--- config.mk ---
export PLATFORM = sky130hd
export DESIGN_NAME = fg_coord_gen
export DESIGN_NICKNAME = d
export VERILOG_FILES = /design/src/rtl/fg_coord_gen.sv
export SDC_FILE = /design/constraint.sdc
export NUM_CORES = 1
export LEC_CHECK = 0
export ABC_AREA = 1
export CAP_MARGIN = 20
export CORE_ASPECT_RATIO = 1.25
export CORE_MARGIN = 2
export CORE_UTILIZATION = 61
export CTS_BUF_LIST = sky130_fd_sc_hd__clkbuf_4
export DETAILED_ROUTE_END_ITERATION = 8
export DONT_BUFFER_PORTS = 1
export MAX_ROUTING_LAYER = met4
export PLACE_DENSITY = 0.8
export SLEW_MARGIN = 40
export SYNTH_ARGS = -nofsm -noshare
export SYNTH_HDL_FRONTEND = slang
export SYNTH_SLANG_ARGS = --single-unit
--- constraint.sdc ---
create_clock -name clock -period 3.32 [get_ports clock]
set_input_delay 0.332 -clock clock [delete_from_list [all_inputs] [get_ports clock]]
set_output_delay 0.332 -clock clock [all_outputs]
set_load 0.05 [all_outputs]
--- src/rtl/fg_coord_gen.sv ---
// Pixel-stream front end: binarises a scanned frame, filters short dark runs and
// emits registered foreground coordinates for the downstream extent trackers.
//
// state    | meaning
// S_IDLE   | waiting for frame_start with pix_valid; other pixels are ignored
// S_ACTIVE | scanning a frame; each accepted pixel advances x/y
module fg_coord_gen #(
  parameter int          H_ACTIVE = 480,
  parameter int          V_ACTIVE = 272,
  parameter logic [7:0]  THRESH   = 8'd128,
  parameter int          RUN_MIN  = 3
) (
  input  logic        clock,
  input  logic        rst_n,
  input  logic        frame_start,
  input  logic        pix_valid,
  input  logic [7:0]  pix_gray,
  output logic [8:0]  coord_x,
  output logic [8:0]  coord_y,
  output logic        wren,
  output logic        frame_done,
  output logic [16:0] fg_count
);

  localparam logic [0:0] S_IDLE   = 1'b0;
  localparam logic [0:0] S_ACTIVE = 1'b1;

  localparam logic [8:0] X_LAST  = 9'(H_ACTIVE - 1);
  localparam logic [8:0] Y_LAST  = 9'(V_ACTIVE - 1);
  localparam logic [3:0] RUN_SAT = 4'(RUN_MIN);
  localparam logic [3:0] RUN_PRE = 4'(RUN_MIN - 1);
  localparam logic [8:0] RUN_OFS = 9'(RUN_MIN - 1);

  logic [0:0] state;
  logic [8:0] x_cnt, y_cnt;
  logic [3:0] run_cnt;

  logic       accept, fg, last_pix, line_end;
  logic       hit_start, hit_sat, hit;
  logic [8:0] cur_x, cur_y;
  logic [3:0] run_base, run_next;

  // frame_start re-anchors the scan at (0,0), even mid-frame
  always_comb begin
    accept    = pix_valid & (frame_start | (state == S_ACTIVE));
    cur_x     = frame_start ? 9'd0 : x_cnt;
    cur_y     = frame_start ? 9'd0 : y_cnt;
    run_base  = (cur_x == 9'd0) ? 4'd0 : run_cnt;
    fg        = (pix_gray < THRESH);
    hit_start = fg & (run_base == RUN_PRE);
    hit_sat   = fg & (run_base == RUN_SAT);
    hit       = hit_start | hit_sat;
    line_end  = (cur_x == X_LAST);
    last_pix  = line_end & (cur_y == Y_LAST);
    run_next  = 4'd0;
    if (fg)
      run_next = (run_base == RUN_SAT) ? RUN_SAT : run_base + 4'd1;
  end

  always_ff @(posedge clock or negedge rst_n) begin
    if (!rst_n) begin
      state      <= S_IDLE;
      x_cnt      <= 9'd0;
      y_cnt      <= 9'd0;
      run_cnt    <= 4'd0;
      coord_x    <= 9'd0;
      coord_y    <= 9'd0;
      wren       <= 1'b0;
      frame_done <= 1'b0;
      fg_count   <= 17'd0;
    end else begin
      frame_done <= accept & last_pix;
      if (!accept) begin
        wren <= 1'b0;
      end else begin
        state   <= last_pix ? S_IDLE : S_ACTIVE;
        x_cnt   <= line_end ? 9'd0 : cur_x + 9'd1;
        y_cnt   <= line_end ? (last_pix ? 9'd0 : cur_y + 9'd1) : cur_y;
        run_cnt <= run_next;
        wren    <= hit;
        // A newly qualified run reports its first pixel, later ones report themselves
        if (hit) begin
          coord_x <= hit_sat ? cur_x : cur_x - RUN_OFS;
          coord_y <= cur_y;
        end
        fg_count <= (frame_start ? 17'd0 : fg_count) + {16'd0, hit};
      end
    end
  end

endmodule
# [Yosys cells after proc, flatten, opt, wreduce, memory -nomap -nowiden]
# Cells that the tools add are included.
[word_totals] register_bits=60 in_bits=12 output_inout_bits=37 wordCells=40
[op_classes] n_addsub=5 magnitude_cmp=1 n_eq_ne=4 n_mux=12 bitwise=7 reduce_logical=2
[ops] op="2-to-1 mux 9 bit" count=6
[ops] op="adder 9 x 1 -> 9 bit (second input constant)" count=2
[ops] op="equality test 9 bit (second input constant)" count=2
[ops] op="adder 17 x 1 -> 17 bit" count=1
[ops] op="2-to-1 mux 17 bit" count=1
[ops] op="2-to-1 mux 4 bit" count=3
[ops] op="zero test 9 bit" count=1
[ops] op="subtractor 9 x 2 -> 9 bit (second input constant)" count=1
[ops] op="equality test 4 x 2 -> 1 bit (second input constant)" count=2
[ops] op="less-than comparator 8 bit (second input constant)" count=1
[ops] op="AND 1 bit" count=5
[ops] op="adder 4 x 1 -> 4 bit (second input constant)" count=1
[ops] op="2-to-1 mux 1 bit" count=2
[ops] op="OR 1 bit" count=2
[ops] op="AND reduction 2 bit" count=1

# [Logic depth before layout (Yosys ltp)]
[logic_depth] word_depth=7 ltp_mapped=21 depth_no_buf=21

# [Worst setup path before layout]
# OpenSTA, ideal clock, no wires.
[synth_timing] path_kind="input -> register" startpoint="input port frame_start" endpoint="register fg_count[12]" setup_time_ps=80 t_arrival_ps=3015 required_time_ps=3240 path_slack_ps=225 cell_stages=19 path_cell_list="buf_2 nor2_1 inv_1 ha_1 nand2_1 nor2_1 nand2_2 inv_1 nor2_1 ha_1 o211ai_4 inv_1 ha_1 ha_1 nand3_1 nor3_1 nand2_1 nor3_1 xnor2_1"
[synth_between] elab_chain_cells=7
[synth_rtl] item="start: declaration" line_no="15" source="input logic frame_start,"
[synth_rtl] item="2-to-1 mux 9 bit (*)" line_no="46" source="cur_x = frame_start ? 9'd0 : x_cnt;"
[synth_rtl] item="via cur_x[0]" line_no="40" source="logic [8:0] cur_x, cur_y;"
[synth_rtl] item="zero test 9 bit (*)" line_no="48" source="run_base = (cur_x == 9'd0) ? 4'd0 : run_cnt;"
[synth_rtl] item="2-to-1 mux 4 bit (*)" line_no="48"
[synth_rtl] item="equality test 4 x 2 -> 1 bit, on equally long branches" line_no="50, 51"
[synth_rtl] item="AND 1 bit, on equally long branches" line_no="50, 51"
[synth_rtl] item="OR 1 bit (*)" line_no="52" source="hit = hit_start | hit_sat;"
[synth_rtl] item="adder 17 x 1 -> 17 bit (*)" line_no="86" source="fg_count <= (frame_start ? 17'd0 : fg_count) + {16'd0, hit};"
[synth_rtl] item="end signal: assignment" line_no="86"
[synth_rtl] item="end: declaration" line_no="22" source="output logic [16:0] fg_count"
# The timed path passes the listed nets; every way through them passes the cells marked *.
# A chain may end at the register's enable or synchronous reset.

# [Final worst setup path]
[layout_timing] startpoint="register x_cnt[0]" endpoint="register fg_count[12]"
[layout_between] elab_chain_cells=7
[layout_rtl] item="start: declaration" line_no="35" source="logic [8:0] x_cnt, y_cnt;"
[layout_rtl] item="start signal: assignment" line_no="77" source="x_cnt <= line_end ? 9'd0 : cur_x + 9'd1;"
[layout_rtl] item="2-to-1 mux 9 bit (*)" line_no="46"
[layout_rtl] item="via cur_x[0]" line_no="40"
[layout_rtl] item="zero test 9 bit (*)" line_no="48"
[layout_rtl] item="2-to-1 mux 4 bit (*)" line_no="48"
[layout_rtl] item="equality test 4 x 2 -> 1 bit, on equally long branches" line_no="50, 51"
[layout_rtl] item="AND 1 bit, on equally long branches" line_no="50, 51"
[layout_rtl] item="OR 1 bit (*)" line_no="52"
[layout_rtl] item="adder 17 x 1 -> 17 bit (*)" line_no="86"
# Marked as above.

==> run metrics <==
Synth Area in XOR/XNOR=6.15%; max-cap viol count=0; Max Transition Viols Final=0; Setup WS post-layout=0.358 ns; first-pass GRT wire length=13.0 mm; Mapped Area=0.00356 sq mm; Inserted Diodes=0; VDD IR-drop max=0.243 mV; Leak=1.87 nW; fmax=338 MHz; total CTS buffers=9; hpwl dp=5.07 mm; # port buffers=0; CP required=3.65 ns; Final TNS setup=0 ns; Setup Buffers After CTS=0; routability cong.=0.879; DR vias=3056; compound-gate portion of the synthesized area=6.50%; Die Area=0.00647 sq mm; Fill cells=493; Slew headroom=61.9%; Net count, final=508; syn_area_per_cell=7.39 sq um; placed cell count=540; initial drt markers=143; largest net degree at the start of global routing=61; endpoints failing hold=0; Cell Pwr Density=467 mW/mm^2; Placement Cell Area=0.00362 sq mm; die width=72.3 um; initial antenna violation count=0; Yosys reg bits=60; die height=89.4 um; largest fanout on the critical path=5; number of global-route vias before repair=3067; I/O Pins=49; drt drc=0; Setup WS pre-CTS=0.174 ns; Clock Sinks=60; drt pass-1 iters=5; Root Buffer=clkbuf_4; Cells after Synth=482; HP Class=primary input to flip-flop; Core ar.=0.00570 sq mm; RSZ-0062 raised after global routing=false; status=finished, final reports clean; clock latency on the worst-skew pair=0.40 ns; top post-synthesis cells by area=dfrtp_1 (42%), nand2_1 (18%), nor2_1 (5.3%); crit share post-route=89.2%; Net Count, Synth=503; Setup CP Type=flip-flop to flip-flop; area grow syn2layout=6.39%; Worst-path clk slew=0.10 ns; Synth top area share=42.2%; area leader, netlist=dfrtp_1; Cell variety after synth=32; Via density=5.49; post-synthesis adder-cell area fraction=3.16%; Finished Cell Area=0.00379 sq mm; Synthesis Warnings=0; gr usage total=26.7%; H-tree levels=3; Post-Synth Simple-Gate Area=34.3%; Worst Max-Slew Pin Slew=0.571 ns; post-route ant nets=0; layout cells sized above 1=7.94%; final WL=7.43 mm; # rows=31; min Tclk post-route=2.96 ns; CTS tree=yes; CTS max path bufs=2; Setup crit end kind=flip-flop; final setup vio count=0; Non-Filler Instances=557; fraction of the yosys area taken by sequential cells=42.2%; remaining global-route overflow=0; main combinational cell family by area after synthesis=simple AND/OR/NAND/NOR gates; drt wl/cell=13.3 um; Worst Skew=0.0114 ns; Worst EP arrival=3.29 ns; Setup crit start kind=flip-flop; mux cell area share after synthesis=0%; initial core utilization=62.5%; Layout Utilization=66.4%
-- report_power, final --
part	internal [W]	leakage (nW)	switching, W
Combinational	0.0000836	0.983	0.000154
Clock	0.000219	0.0706	0.000260
Sequential	0.000797	0.819	0.000255
-- sequential cells by signal (all words and copies together) (netlist names) --
register and cells:
fg_count 17, coord_x 9, coord_y 9, x_cnt 9
y_cnt 9, run_cnt 4, frame_done 1, state 1
wren 1
-- what timing repair did --
| item | 4_1_cts | 5_1_grt |
|---|---|---|
| resized for setup | 0 | 1 |
| hold buffers | 2 | 0 |
| endpoints found under the setup margin | 0 | 1 |
| hold endpoints to repair | 60 | 0 |
-- logic make-up (layout without fill, tap and decap cells) --
| kind of cell | after synthesis | in the layout |
|---|---|---|
| and+or+nand+nor | 286 | 286 |
| buffers and inverters | 67 | 76 |
| DFF | 60 | 60 |
| AOI/OAI and AO/OA | 35 | 35 |
| xor gates and xnor gates | 25 | 25 |
| adders and majority gates | 9 | 9 |
-- cells in the mapped netlist (all sizes together) --
cell / instances
nand2: 179
dfrtp: 60
nor2: 52
inv: 50
nand3: 33
o21ai: 27
xor2: 15
nand4: 11
xnor2: 10
ha: 9
buf: 8
clkbuf: 8
nor3: 8
o22ai: 4
o211ai: 2
a21oi: 1
clkinv: 1
nand3b: 1
nor4: 1
o2111ai: 1
or2: 1
-- critical path, stage by stage, from the launching register on --
cell	delay, ns
dfrtp_1	0.34
inv_1	0.05
nor2_1	0.12
inv_1	0.06
ha_1	0.18
nand2_1	0.06
nor2_1	0.05
nand2_2	0.12
inv_1	0.08
nor2_1	0.14
ha_1	0.28
o211ai_4	0.11
inv_1	0.08
ha_1	0.17
ha_1	0.18
nand3_1	0.16
nor3_2	0.26
nand2_1	0.11
nor3_1	0.20
xnor2_1	0.14
-- per-stage QoR --
| step | hold WS, ns | total power [W] |
|---|---|---|
| final | 0.107 | 0.00177 |
| after global routing | 0.0818 | 0.00187 |
| after CTS | 0.0702 | 0.00178 |
| after detailed placement | 0.0388 | 0.00128 |
| after global placement | 0.0384 | 0.00127 |
| after floorplan | 0.0364 | 0.00124 |
-- area by class of cell --
class | instances | area, sq um | area share, %
Clock inverter | 6 | 56.3 | 1.49
Inverter | 51 | 191 | 5.05
Clock buffer | 9 | 67.6 | 1.78
Tap cell | 66 | 82.6 | 2.18
Timing Repair Buffer | 10 | 97.6 | 2.58
Multi-Input combinational cell | 355 | 1790 | 47.3
Sequential cell | 60 | 1500 | 39.6
-- metal layers --
metal | vias up | share of wire, % | global-route usage, %
met5 | - | 0 | -
met4 | 0 | 1.3 | 12.9
met3 | 10 | 5.8 | 7.10
met2 | 89 | 50 | 42.6
met1 | 1432 | 43 | 31.3
li1 | 1525 | - | -
-- cell usage in the layout (no fill, tap or decap), types with 2 or more instances in the layout --
cell	n
buf_4	8
clkbuf_4	9
clkinv_1	3
clkinv_2	2
dfrtp_1	60
ha_1	9
inv_1	49
nand2_1	172
nand2_2	6
nand3_1	32
nand4_1	11
nor2_1	50
nor3_1	7
o21ai_0	25
o22ai_1	4
xnor2_1	10
xor2_1	15
-- final timing paths --
kind | startpoint | endpoint | slack (ns) | depth (start not counted)
setup / recovery | x_cnt[0] | fg_count[12] | 0.36 | 19
hold / removal | frame_start | coord_y[3] | 0.11 | 3
setup reg to reg | x_cnt[0] | fg_count[12] | 0.36 | 19
hold reg to reg | y_cnt[2] | y_cnt[2] | 0.50 | 2
max in group asynchronous | rst_n | run_cnt[1] | 2.59 | 2
min in group asynchronous | rst_n | coord_x[2] | 0.47 | 2
No activity file was read; power rests on OpenSTA's default activity.
